===== config.mk =====
export PLATFORM = sky130hd
export DESIGN_NAME = alu_rr_scheduler
export DESIGN_NICKNAME = d
export VERILOG_FILES = /design/src/rtl/alu_rr_scheduler.sv
export SDC_FILE = /design/constraint.sdc
export NUM_CORES = 1
export LEC_CHECK = 0
export CAP_MARGIN = 10
export CORE_AREA = 2 2 629 631
export DETAILED_ROUTE_END_ITERATION = 10
export DIE_AREA = 0 0 631 633
export SLEW_MARGIN = 20
export SYNTH_ARGS = -nofsm -noshare
export SYNTH_HDL_FRONTEND = slang
export SYNTH_SLANG_ARGS = --single-unit

===== constraint.sdc =====
create_clock -name clk -period 3 [get_ports clk]
set_input_delay 0.9 -clock clk [delete_from_list [all_inputs] [get_ports clk]]
set_output_delay 0.9 -clock clk [all_outputs]
set_load 0.02 [all_outputs]

===== src/rtl/alu_rr_scheduler.sv =====
// -----------------------------------------------------------------------------
// alu_rr_scheduler
//
// Shares one combinational ALU among NUM_REQ requesters. A round-robin arbiter
// picks one valid requester in IDLE, latches its opcode/operands/shift into
// registers that drive the ALU, captures the ALU result and flags one cycle
// later, and presents them with the owning requester ID on a valid/ready
// response port.
//
// Ports:
//   clk, rst_n                 clock, asynchronous active-low reset
//   req_valid / req_ready      per-requester handshake (req_ready one-hot or 0)
//   req_opcode/a/b/shift       packed per-requester request fields
//   alu_opcode/in1/in2/shift   registered operands driving the shared ALU
//   alu_result/carry/zero/ovf  ALU outputs, sampled at the end of EXEC
//   resp_valid / resp_ready    response handshake
//   resp_id/result/flags/err   captured response fields
//   busy                       high whenever an operation is in flight
//   op_count                   completed responses, wraps at 2^32
// -----------------------------------------------------------------------------
module alu_rr_scheduler #(
  parameter int NUM_REQ = 4,
  parameter int WIDTH   = 128,
  parameter int SHW     = 5,
  parameter int IDW     = 2
) (
  input  logic                     clk,
  input  logic                     rst_n,
  input  logic [NUM_REQ-1:0]       req_valid,
  output logic [NUM_REQ-1:0]       req_ready,
  input  logic [NUM_REQ*4-1:0]     req_opcode,
  input  logic [NUM_REQ*WIDTH-1:0] req_a,
  input  logic [NUM_REQ*WIDTH-1:0] req_b,
  input  logic [NUM_REQ*SHW-1:0]   req_shift,
  output logic [3:0]               alu_opcode,
  output logic [WIDTH-1:0]         alu_in1,
  output logic [WIDTH-1:0]         alu_in2,
  output logic [SHW-1:0]           alu_shift,
  input  logic [WIDTH-1:0]         alu_result,
  input  logic                     alu_carry,
  input  logic                     alu_zero,
  input  logic                     alu_ovf,
  output logic                     resp_valid,
  input  logic                     resp_ready,
  output logic [IDW-1:0]           resp_id,
  output logic [WIDTH-1:0]         resp_result,
  output logic                     resp_carry,
  output logic                     resp_zero,
  output logic                     resp_ovf,
  output logic                     resp_err,
  output logic                     busy,
  output logic [31:0]              op_count
);

  typedef enum logic [1:0] {IDLE, EXEC, RESP} state_t;

  state_t         state, state_nxt;
  logic [IDW-1:0] last_grant;
  logic [IDW-1:0] grant_idx;
  logic [IDW-1:0] cand;
  logic           grant_vld;
  logic           accept;
  logic [31:0]    cnt_q;
  int             idx;

  // Search starts just after the previous winner and wraps, so every
  // continuously-valid requester waits at most NUM_REQ-1 other grants.
  always_comb begin
    grant_vld = 1'b0;
    grant_idx = last_grant;
    idx       = 0;
    cand      = '0;
    for (int k = 1; k <= NUM_REQ; k++) begin
      idx = int'(last_grant) + k;
      if (idx >= NUM_REQ) idx = idx - NUM_REQ;
      cand = IDW'(idx);
      if (!grant_vld && req_valid[cand]) begin
        grant_vld = 1'b1;
        grant_idx = cand;
      end
    end
  end

  assign accept     = (state == IDLE) && grant_vld;
  // Gated by rst_n so no requester sees an accept while reset is held.
  assign req_ready  = (rst_n && accept) ? (NUM_REQ'(1) << grant_idx) : '0;
  assign resp_valid = (state == RESP);
  assign busy       = (state != IDLE);
  assign op_count   = cnt_q;

  always_comb begin
    state_nxt = state;
    case (state)
      IDLE:    if (accept) state_nxt = EXEC;
      EXEC:    state_nxt = RESP;
      RESP:    if (resp_ready) state_nxt = IDLE;
      default: state_nxt = IDLE;
    endcase
  end

  always_ff @(posedge clk or negedge rst_n) begin
    if (!rst_n) begin
      state       <= IDLE;
      last_grant  <= IDW'(NUM_REQ - 1);
      alu_opcode  <= '0;
      alu_in1     <= '0;
      alu_in2     <= '0;
      alu_shift   <= '0;
      resp_id     <= '0;
      resp_result <= '0;
      resp_carry  <= 1'b0;
      resp_zero   <= 1'b0;
      resp_ovf    <= 1'b0;
      resp_err    <= 1'b0;
      cnt_q       <= '0;
    end else begin
      state <= state_nxt;
      // Accept edge: the request is copied in; requester inputs are not
      // looked at again until the next grant.
      if (accept) begin
        alu_opcode <= req_opcode[4*grant_idx +: 4];
        alu_in1    <= req_a[WIDTH*grant_idx +: WIDTH];
        alu_in2    <= req_b[WIDTH*grant_idx +: WIDTH];
        alu_shift  <= req_shift[SHW*grant_idx +: SHW];
        last_grant <= grant_idx;
        resp_id    <= grant_idx;
      end
      // End of EXEC: opcodes 8..15 are unsupported, so the ALU outputs are
      // discarded and a fixed error response is produced instead.
      if (state == EXEC) begin
        if (alu_opcode[3]) begin
          resp_result <= '0;
          resp_carry  <= 1'b0;
          resp_zero   <= 1'b1;
          resp_ovf    <= 1'b0;
          resp_err    <= 1'b1;
        end else begin
          resp_result <= alu_result;
          resp_carry  <= alu_carry;
          resp_zero   <= alu_zero;
          resp_ovf    <= alu_ovf;
          resp_err    <= 1'b0;
        end
      end
      // Response handshake
      if ((state == RESP) && resp_ready) cnt_q <= cnt_q + 32'd1;
    end
  end

endmodule


=== After elaboration in Yosys (flattened, before gate mapping) ===
Index checks and enable logic that the tools add are counted.

* Output and inout port bits: 437
* Flip-flop bits (word level): 435
* Logic and storage cells: 81
* Bits of input ports: 1198

* Equality and inequality tests: 4
* Reduce and logical (&&, ||, !) cells: 12
* Order comparisons: 8
* Shift operators: 5
* Multiplexer cells: 29
* Add/subtract/negate cells: 9
* $mul: 1

{| class="wikitable"
|+ Operators with widths
! cell !! count
|-
| $shiftx A512 B10 Y128 || 2
|-
| $mux W128 || 1
|-
| $add A32 B1 Y32 const B || 1
|-
| $mux W2 || 10
|-
| $shiftx A20 B6 Y5 || 1
|-
| $shiftx A16 B5 Y4 || 1
|-
| $lt A2 B3 Y1 const B || 4
|-
| $mux W1 || 12
|-
| $ge A3 B3 Y1 const B || 3
|-
| $bmux W1 S2 || 4
|-
| $sub A2 B1 Y2 const B || 4
|-
| $add A2 B2 Y3 const B || 2
|-
| $logic_and A1 B1 Y1 || 6
|-
| $pmux W2 S3 || 1
|-
| $mul A3 B2 Y5 const A || 1
|-
| $add A2 B3 Y4 const B || 1
|-
| $ge A4 B3 Y1 const B || 1
|-
| $mux W4 || 1
|-
| $shl A1 B2 Y4 const A || 1
|-
| $add A2 B1 Y3 const B || 1
|-
| $logic_not A1 Y1 || 3
|-
| $eq A2 B1 Y1 const B || 1
|-
| $eq A2 B2 Y1 const B || 1
|-
| $logic_not A2 Y1 || 1
|-
| 4 further kinds || 4
|}

=== Depth between registers and ports, before layout ===
Gate-level depths: netlist of run 1.

* Depth after elaboration: 18
* Depth in mapped cells: 9
* Depth with buffers taken out: 6

=== Least setup slack after synthesis of run 1 ===
OpenSTA, ideal clock, no wires.

* Path kind: input to output
* From: input req_valid[0]
* To: output req_ready[0]
* Path slack: -160 ps
* Path buffers: 2
* Data arrival time: 2260 ps
* Stages on the path: 6
* Required time: 2100 ps
* Path through: inv_2 nand3_1 clkbuf_1 clkbuf_1 nand3_1 nor3_1

* Cells in the longest elaborated chain, start to end: 15
* Elaborated cells between the ends (all ways): 26
* Those cells by class: shift: 1; mux: 17; reduce/logical: 8

{| class="wikitable"
|+ RTL lines
! element !! line !! source
|-
| from (decl) || 29 || <nowiki>input logic [NUM_REQ-1:0] req_valid,</nowiki>
|-
| $bmux W1 S2 || 77 || <nowiki>if (!grant_vld && req_valid[cand]) begin</nowiki>
|-
| $mux W1 (implied by the code) || 77 ||
|-
| $mux W1 || 77 ||
|-
| $logic_not A1 Y1 || 77 ||
|-
| $logic_and A1 B1 Y1 || 77 ||
|-
| $mux W1 || 77 ||
|-
| $logic_not A1 Y1 || 77 ||
|-
| $logic_and A1 B1 Y1 || 77 ||
|-
| $mux W1 || 77 ||
|-
| $logic_not A1 Y1 || 77 ||
|-
| $logic_and A1 B1 Y1 || 77 ||
|-
| $mux W1 || 77 ||
|-
| $logic_and A1 B1 Y1 || 84 || <nowiki>assign accept = (state == IDLE) && grant_vld;</nowiki>
|-
| $logic_and A1 B1 Y1 || 86 || <nowiki>assign req_ready = (rst_n && accept) ? (NUM_REQ'(1) << grant_idx) : '0;</nowiki>
|-
| $mux W4 * || 86 ||
|-
| to (decl) || 30 || <nowiki>output logic [NUM_REQ-1:0] req_ready,</nowiki>
|}

Every way passes the cells marked *; elsewhere a longest branch is shown, timed or not. The select of a mux whose other input is x is not followed.

=== Final worst setup path of run 1 ===
* From: input req_valid[3]
* To: output req_ready[3]

The elaborated chain is that of the path after synthesis.

==> impl_metrics.json, run 1 <==
{
  "outcome": "finished with violations",
  "violations": "setup timing",
  "vias_per_cell": 3.47,
  "cts_buffers": 75,
  "setup.worst_path.end_class": "output pin",
  "synth_edf_count": 0,
  "hp-class": "in -> async",
  "n_fill_cell": 44700,
  "drv_slew": 0,
  "io_pins": 1635,
  "cts_tree": "yes",
  "die_h_um": 633,
  "syn_nets": 3824,
  "finalSetupViolations": 4,
  "crit_slowest_cell": "dlygate4sd2_1",
  "drc": 0,
  "dp_hpwl_mm": 330,
  "final_core_util_pct": 13.8,
  "synth_area_um2": 26700,
  "crit_family": "buffers and inverters",
  "min_period_ns": 3.15,
  "drt-initial-drc-count": 2666,
  "max_freq_ghz": 0.318,
  "yosysSeqAreaShare_pct": 40.7,
  "p_switching_mw": 26.0,
  "power.share.sequential_pct": 19.2,
  "clkTransAtPathRegs_ns": 0.05,
  "timing.slew.headroom_pct": 40.5,
  "grt_pass1_vias": 32100,
  "cp_cell_sequence": "dlygate4sd2_1 > nand2_2 > and3b_1 > a211o_1 > nor3_4 > buf_6",
  "antenna_found_initial": 459,
  "syn_avg_cell_area_um2": 10.2,
  "initial_core_util_pct": 6.82,
  "grt_overflow_total": 0,
  "post-route-period-util_pct": 105,
  "tightest_slew_ns": 0.885,
  "tns_ns": -0.546,
  "synth_top_area_share_pct": 40.5,
  "io_buffers": 1634,
  "dieArea_um2": 399000,
  "yosysTopAreaCell": "dfrtp_1",
  "final_nets": 5496,
  "cts_root_buffer": "clkbuf_16",
  "h-tree-depth": 3,
  "clockPowerShare_pct": 17.5,
  "rows": 230,
  "grt_max_degree": 130,
  "die_w_um": 631,
  "stdcell_count": 9711,
  "max_stage_delay_ns": 0.42,
  "netSwitchingFraction_pct": 48.9,
  "drive_above_1_share_pct": 16.3,
  "place_inst": 9424,
  "ant_nets": 0,
  "postCtsHoldBufs": 0,
  "synth_flop_cell": "dfrtp_1",
  "synthesis.instances": 2625,
  "cts.sinks": 435,
  "area_growth_pct": 102,
  "cp_max_fo": 5,
  "yosys_register_bits": 435,
  "p_total_mw": 53.1,
  "p_int_mw": 27.2,
  "fin_skew_ns": 0.0516,
  "core_region_area_um2": 392000,
  "routed_wl_mm": 378,
  "vdd_drop_max_mv": 0.468,
  "arrival_ns": 2.25,
  "p_comb_share_pct": 63.3,
  "clkLatencyLatePin_ns": 0.78,
  "grtUsageTotal_pct": 18.1,
  "startpoint_type": "primary input",
  "leakagePower_nw": 19.7,
  "maxCapViolCount": 0,
  "critPathBufInv": 2,
  "powerDensity_nw_per_um2": 983,
  "grt_pass1_wl_mm": 449,
  "first_pass_iters": 5,
  "final_hold_viol_count": 0,
  "post_drt_wl_per_cell_um": 38.9,
  "rsz0062_at_grt": "true",
  "place_congestion": 0.984,
  "register_area_um2": 10900,
  "vias": 33700,
  "path_class": "in -> out",
  "multi_input_area_um2": 14300,
  "synth_cell_type_count": 40,
  "synth-async-reset-ratio_pct": 100,
  "worstPathRequired_ns": 2.10,
  "setup_ws_ns": -0.149,
  "yosys_warnings": 0,
  "clock_path_buffers": 4,
  "synth_area_leaders": "dfrtp_1 (41%), mux2_1 (11%), a221o_1 (9.9%)"
}
-- through the flow --
step                hold WS [ns]  setup slack [ns]  cell area, µm²
finish                     0.169            -0.149           54100
global route               0.146            -0.226           53900
CTS                        0.115            -0.256           53700
detailed placement         0.468             -1.08           51100
global placement           0.461             -1.10           51100
floorplan                  0.511            -0.111           26700
-- repair_timing --
item,CTS,global route
setup buffers,15,1
gates resized for setup,84,8
pin swaps,7,5
cloned,1,0
setup endpoints to repair,138,22
-- Yosys cell counts (9+ instances only) --
| library cell | n |
|---|---|
| dfrtp_1 | 433 |
| nand4_1 | 272 |
| a221o_1 | 265 |
| o31ai_1 | 265 |
| mux2_1 | 264 |
| clkbuf_1 | 260 |
| a21oi_2 | 208 |
| nand2_1 | 152 |
| nand2b_1 | 135 |
| o21ai_0 | 134 |
| a21oi_1 | 61 |
| buf_6 | 48 |
| xnor2_1 | 23 |
| buf_1 | 22 |
| nor2_1 | 13 |
| nand3_1 | 9 |
-- layout make-up --
| cell class | count | share of cell area [%] |
|---|---|---|
| timing repair buffer | 1936 | 36.1 |
| multi-input combinational | 1844 | 26.5 |
| sequential | 435 | 20.2 |
| tap | 5220 | 12.1 |
| clock buffer | 96 | 3.78 |
| clock inverter | 32 | 0.685 |
| antenna | 143 | 0.662 |
| inverter | 5 | 0.0394 |
-- cell usage in the layout, fill, tap and decap left out, types with 3 or more instances in the layout --
| cell type | Yosys | final |
|---|---|---|
| a21oi_1 | 61 | 61 |
| a21oi_2 | 208 | 206 |
| a221o_1 | 265 | 265 |
| and4_1 | 4 | 4 |
| buf_12 | 0 | 76 |
| buf_16 | 0 | 3 |
| buf_4 | 3 | 267 |
| buf_6 | 48 | 5 |
| bufinv_16 | 0 | 6 |
| clkbuf_1 | 260 | 12 |
| clkbuf_16 | 0 | 75 |
| clkbuf_8 | 0 | 9 |
| clkdlybuf4s50_1 | 0 | 1539 |
| clkinv_2 | 0 | 12 |
| clkinv_4 | 0 | 3 |
| clkinvlp_4 | 0 | 6 |
| dfrtp_1 | 433 | 432 |
| diode_2 | 0 | 143 |
| dlygate4sd2_1 | 0 | 41 |
| dlymetal6s2s_1 | 0 | 3 |
| inv_1 | 4 | 3 |
| inv_6 | 0 | 3 |
| mux2_1 | 264 | 264 |
| mux2_2 | 3 | 3 |
| nand2_1 | 152 | 150 |
| nand2b_1 | 135 | 133 |
| nand3_1 | 9 | 7 |
| nand4_1 | 272 | 272 |
| nor2_1 | 13 | 13 |
| nor3_2 | 1 | 3 |
| nor3_4 | 0 | 3 |
| o21ai_0 | 134 | 132 |
| o31ai_1 | 265 | 264 |
| xnor2_1 | 23 | 23 |
| xor2_1 | 8 | 8 |
-- sequential cells by signal, indices dropped and copies added, names as in the netlist --
| register | flops |
|---|---|
| alu_in1 | 128 |
| alu_in2 | 128 |
| alu_opcode | 4 |
| alu_shift | 5 |
| last_grant | 2 |
| op_count | 32 |
| resp_carry | 1 |
| resp_err | 1 |
| resp_id | 2 |
| resp_ovf | 1 |
| resp_result | 128 |
| resp_zero | 1 |
| state | 2 |
-- cells by family after synthesis --
group / synth area share [%]
and+or+nand+nor: 12.7
buffers and inverters: 6.29
DFF: 40.7
muxes: 11.2
adders and majority gates: 0.0468
AOI/OAI and AO/OA: 28.0
xor gates and xnor gates: 1.02
-- power groups by stage --
stage / combinational (mW) / sequential, mW / clock [mW]
6_report: 33.6 / 10.2 / 9.30
5_1_grt: 35.4 / 10.5 / 9.82
4_1_cts: 34.4 / 10.2 / 9.70
3_5_place_dp: 34.1 / 10.3 / 0
3_3_place_gp: 33.9 / 10.3 / 0
2_1_floorplan: 12.2 / 12.9 / 0
-- final timing paths --
check	start	cells after the start	slack, ns	to
max in group asynchronous	rst_n	3	1.69	alu_in2[121]
setup reg to reg	last_grant[1]	9	0.01	alu_in2[2]
hold / removal	rst_n	2	0.17	resp_result[4]
hold reg to reg	resp_result[4]	2	0.48	resp_result[4]
setup / recovery	req_valid[3]	6	-0.15	req_ready[3]
min in group clk	resp_result[4]	2	0.48	resp_result[4]
-- worst register-to-register path: stages (launching register included) --
cell and delay [ns]:
dfstp_2 0.57, buf_4 0.12, nand2b_4 0.13, a21oi_4 0.07
nor3_4 0.33, buf_4 0.35, buf_16 0.23, bufbuf_16 0.41
mux2_1 0.35, a221o_1 0.32
-- metal layers --
metal  track usage, %  wire [µm]  vias up
met2             30.3     177000     2244
li1                 -          -    13800
met4             9.85      25900      220
met1             18.3     128000    16400
met3             9.45      45700      977
met5                0       1450        -
Note: power is estimated with default switching activity, not from simulation.
==> inputs of run 2 (changes only) <==
Settings changed: ABC_AREA from default to 1, CORE_AREA 2 2 629 631 to 2 2 638 640, DIE_AREA 0 0 631 633 to 0 0 640 642.
==> impl_metrics.json, run 2 <==
{
  "final_hold_viol_count": 0,
  "die_w_um": 640,
  "yosysSeqAreaShare_pct": 38.6,
  "dieArea_um2": 411000,
  "synth_area_um2": 28200,
  "grt_max_degree": 114,
  "routed_wl_mm": 364,
  "grt_overflow_total": 0,
  "synth_top_family_by_area": "simple AND/OR/NAND/NOR gates",
  "cts.sinks": 435,
  "leakagePower_nw": 27.1,
  "rows": 234,
  "area_growth_pct": 108,
  "finalSetupViolations": 226,
  "powerDensity_nw_per_um2": 1550,
  "vias": 39500,
  "synth_flop_cell": "dfrtp_1",
  "vdd_drop_max_mv": 0.852,
  "max_freq_ghz": 0.255,
  "post-route-period-util_pct": 131,
  "synth-simple-area-share_pct": 42.8,
  "dp_hpwl_mm": 300,
  "register_area_um2": 10900,
  "clkTransAtPathRegs_ns": 0.06,
  "drt-initial-drc-count": 3945,
  "hold_depth": 2,
  "vias_per_cell": 3.40,
  "initial_core_util_pct": 6.98,
  "grtUsageTotal_pct": 16.6,
  "maxCapViolCount": 0,
  "setup_ws_ns": -0.929,
  "outcome": "finished with violations",
  "top_regs": "alu_in1 x128, alu_in2 x128, resp_result x128",
  "io_buffers": 1634,
  "cts_tree": "yes",
  "rsz0062_at_grt": "true",
  "multi_input_area_um2": 15100,
  "setup.worst_path.end_class": "output pin",
  "worstPathRequired_ns": 2.10,
  "yosys_register_bits": 435,
  "synthesis.instances": 4293,
  "synthAdderAreaFrac_pct": 0.0443,
  "p_total_mw": 91.3,
  "timing.slew.headroom_pct": 23.4,
  "clock_path_buffers": 4,
  "cp_max_fo": 4,
  "final_nets": 7237,
  "final_common_cell": "nand2_1",
  "first_pass_iters": 6,
  "synthMuxAreaShare_pct": 0,
  "path_class": "in -> out",
  "tightest_slew_ns": 1.15,
  "drv_slew": 0,
  "place_congestion": 0.959,
  "yosys_warnings": 0,
  "cts_root_buffer": "clkbuf_16",
  "syn_nets": 5492,
  "clkLatencyLatePin_ns": 0.82,
  "core_region_area_um2": 404000,
  "io_pins": 1635,
  "min_period_ns": 3.93,
  "reg2reg_depth": 23,
  "yosys-top-cells-count": "nand2_1 (1666), nand3_1 (1079), inv_1 (551), dfrtp_1 (433), buf_2 (188)",
  "final_core_util_pct": 14.5,
  "layout_common_cells": "nand2_1 (1550), clkdlybuf4s50_1 (1469), nand3_1 (925), inv_1 (551), dfrtp_1 (433)",
  "grt_pass1_vias": 37000,
  "h-tree-depth": 3,
  "drc": 0,
  "n_fill_cell": 46300,
  "ant_nets": 0,
  "arrival_ns": 3.03,
  "yosysTopAreaCell": "dfrtp_1",
  "post_drt_wl_per_cell_um": 31.3,
  "synth_top_area_share_pct": 38.4,
  "drive_above_1_share_pct": 13.8,
  "syn_avg_cell_area_um2": 6.58,
  "fin_skew_ns": 0.0884,
  "synth_cell_type_count": 28,
  "die_h_um": 642,
  "synth.most_common_cell": "nand2_1",
  "antenna_found_initial": 267,
  "grt_pass1_wl_mm": 436,
  "startpoint_type": "primary input",
  "synth_xor_area_share_pct": 0.962,
  "synth-async-reset-ratio_pct": 100,
  "cts_buffers": 72,
  "synth_edf_count": 0,
  "hp-class": "reg -> reg",
  "violations": "setup timing",
  "synth_area_leaders": "dfrtp_1 (38%), nand2_1 (22%), nand3_1 (19%)",
  "synth_compound_area_share_pct": 4.13
}
## run 2: stage by stage
stage	hold WS (ns)	instance area, µm²	cells	setup TNS [ns]	setup slack [ns]
3_3_place_gp	0.461	52400	11300	-210.08	-1.16
4_1_cts	0.479	56200	11400	-8.71	-0.942
6_report	0.469	58800	11600	-45.49	-0.929
5_1_grt	0.492	58700	11600	-66.51	-1.01
2_1_floorplan	0.543	28300	4293	0	0.00157
3_5_place_dp	0.464	52400	11300	-182.28	-1.05
## run 2: timing repair
action | in CTS | in global routing
resized for setup | 245 | 349
buffers inserted | 22 | 57
gates cloned | 15 | 24
endpoints found under the setup margin | 287 | 239
pin swaps | 24 | 267
hold buffers | 0 | 0
## run 2: path summary, 6_finish.rpt
check / from / to / slack, ns
min in group asynchronous: rst_n / resp_result[50] / 0.51
max in group asynchronous: rst_n / alu_in2[51] / 1.32
worst min register to register: alu_in2[4] / alu_in2[4] / 0.47
worst min-delay path: alu_in2[4] / alu_in2[4] / 0.47
worst max-delay path: req_valid[1] / req_ready[0] / -0.93
worst max register to register: last_grant[0] / alu_in1[9] / -0.38
## run 2: cell families (layout without fill, tap and decap cells)
group	Yosys count	count (layout)
AO/OA/AOI/OAI	135	135
XOR/XNOR	31	31
other	0	104
buffers and inverters	877	2664
AND/OR/NAND/NOR	2814	2814
flip-flops	435	435
adder cells (fa/ha/maj)	1	1
## run 2: per-layer routing
layer	global-route usage, %	vias up	share of wire (%)
met5	0	-	0.17
met4	6.99	90	4.9
met3	8.14	687	12
met2	27.0	2459	46
met1	18.3	19100	37
li1	-	17200	-
## run 2: worst max-delay path: stages
cell and delay, ns:
clkdlybuf4s50_1 0.64, nand2_2 0.11, nand2_4 0.12, nand2_4 0.07, nand2_4 0.11, inv_6 0.06
buf_4 0.14, nand3_4 0.11, nand2_8 0.07, buf_6 0.13, nor3_4 0.38, buf_6 0.18
## run 2: final cells by class
type	count	share of cell area [%]
Antenna cell	104	0.443
Clock buffer	95	3.48
Clock inverter	21	0.706
Inverter	558	3.60
Multi-Input combinational cell	2981	25.6
Sequential cell	435	18.5
Tap cell	5428	11.5
Timing Repair Buffer	1990	36.1
## run 2: report_power, final
group,switching (mW),internal (mW)
clock,3.65,5.72
combinational,46.3,25.2
sequential,1.68,8.75
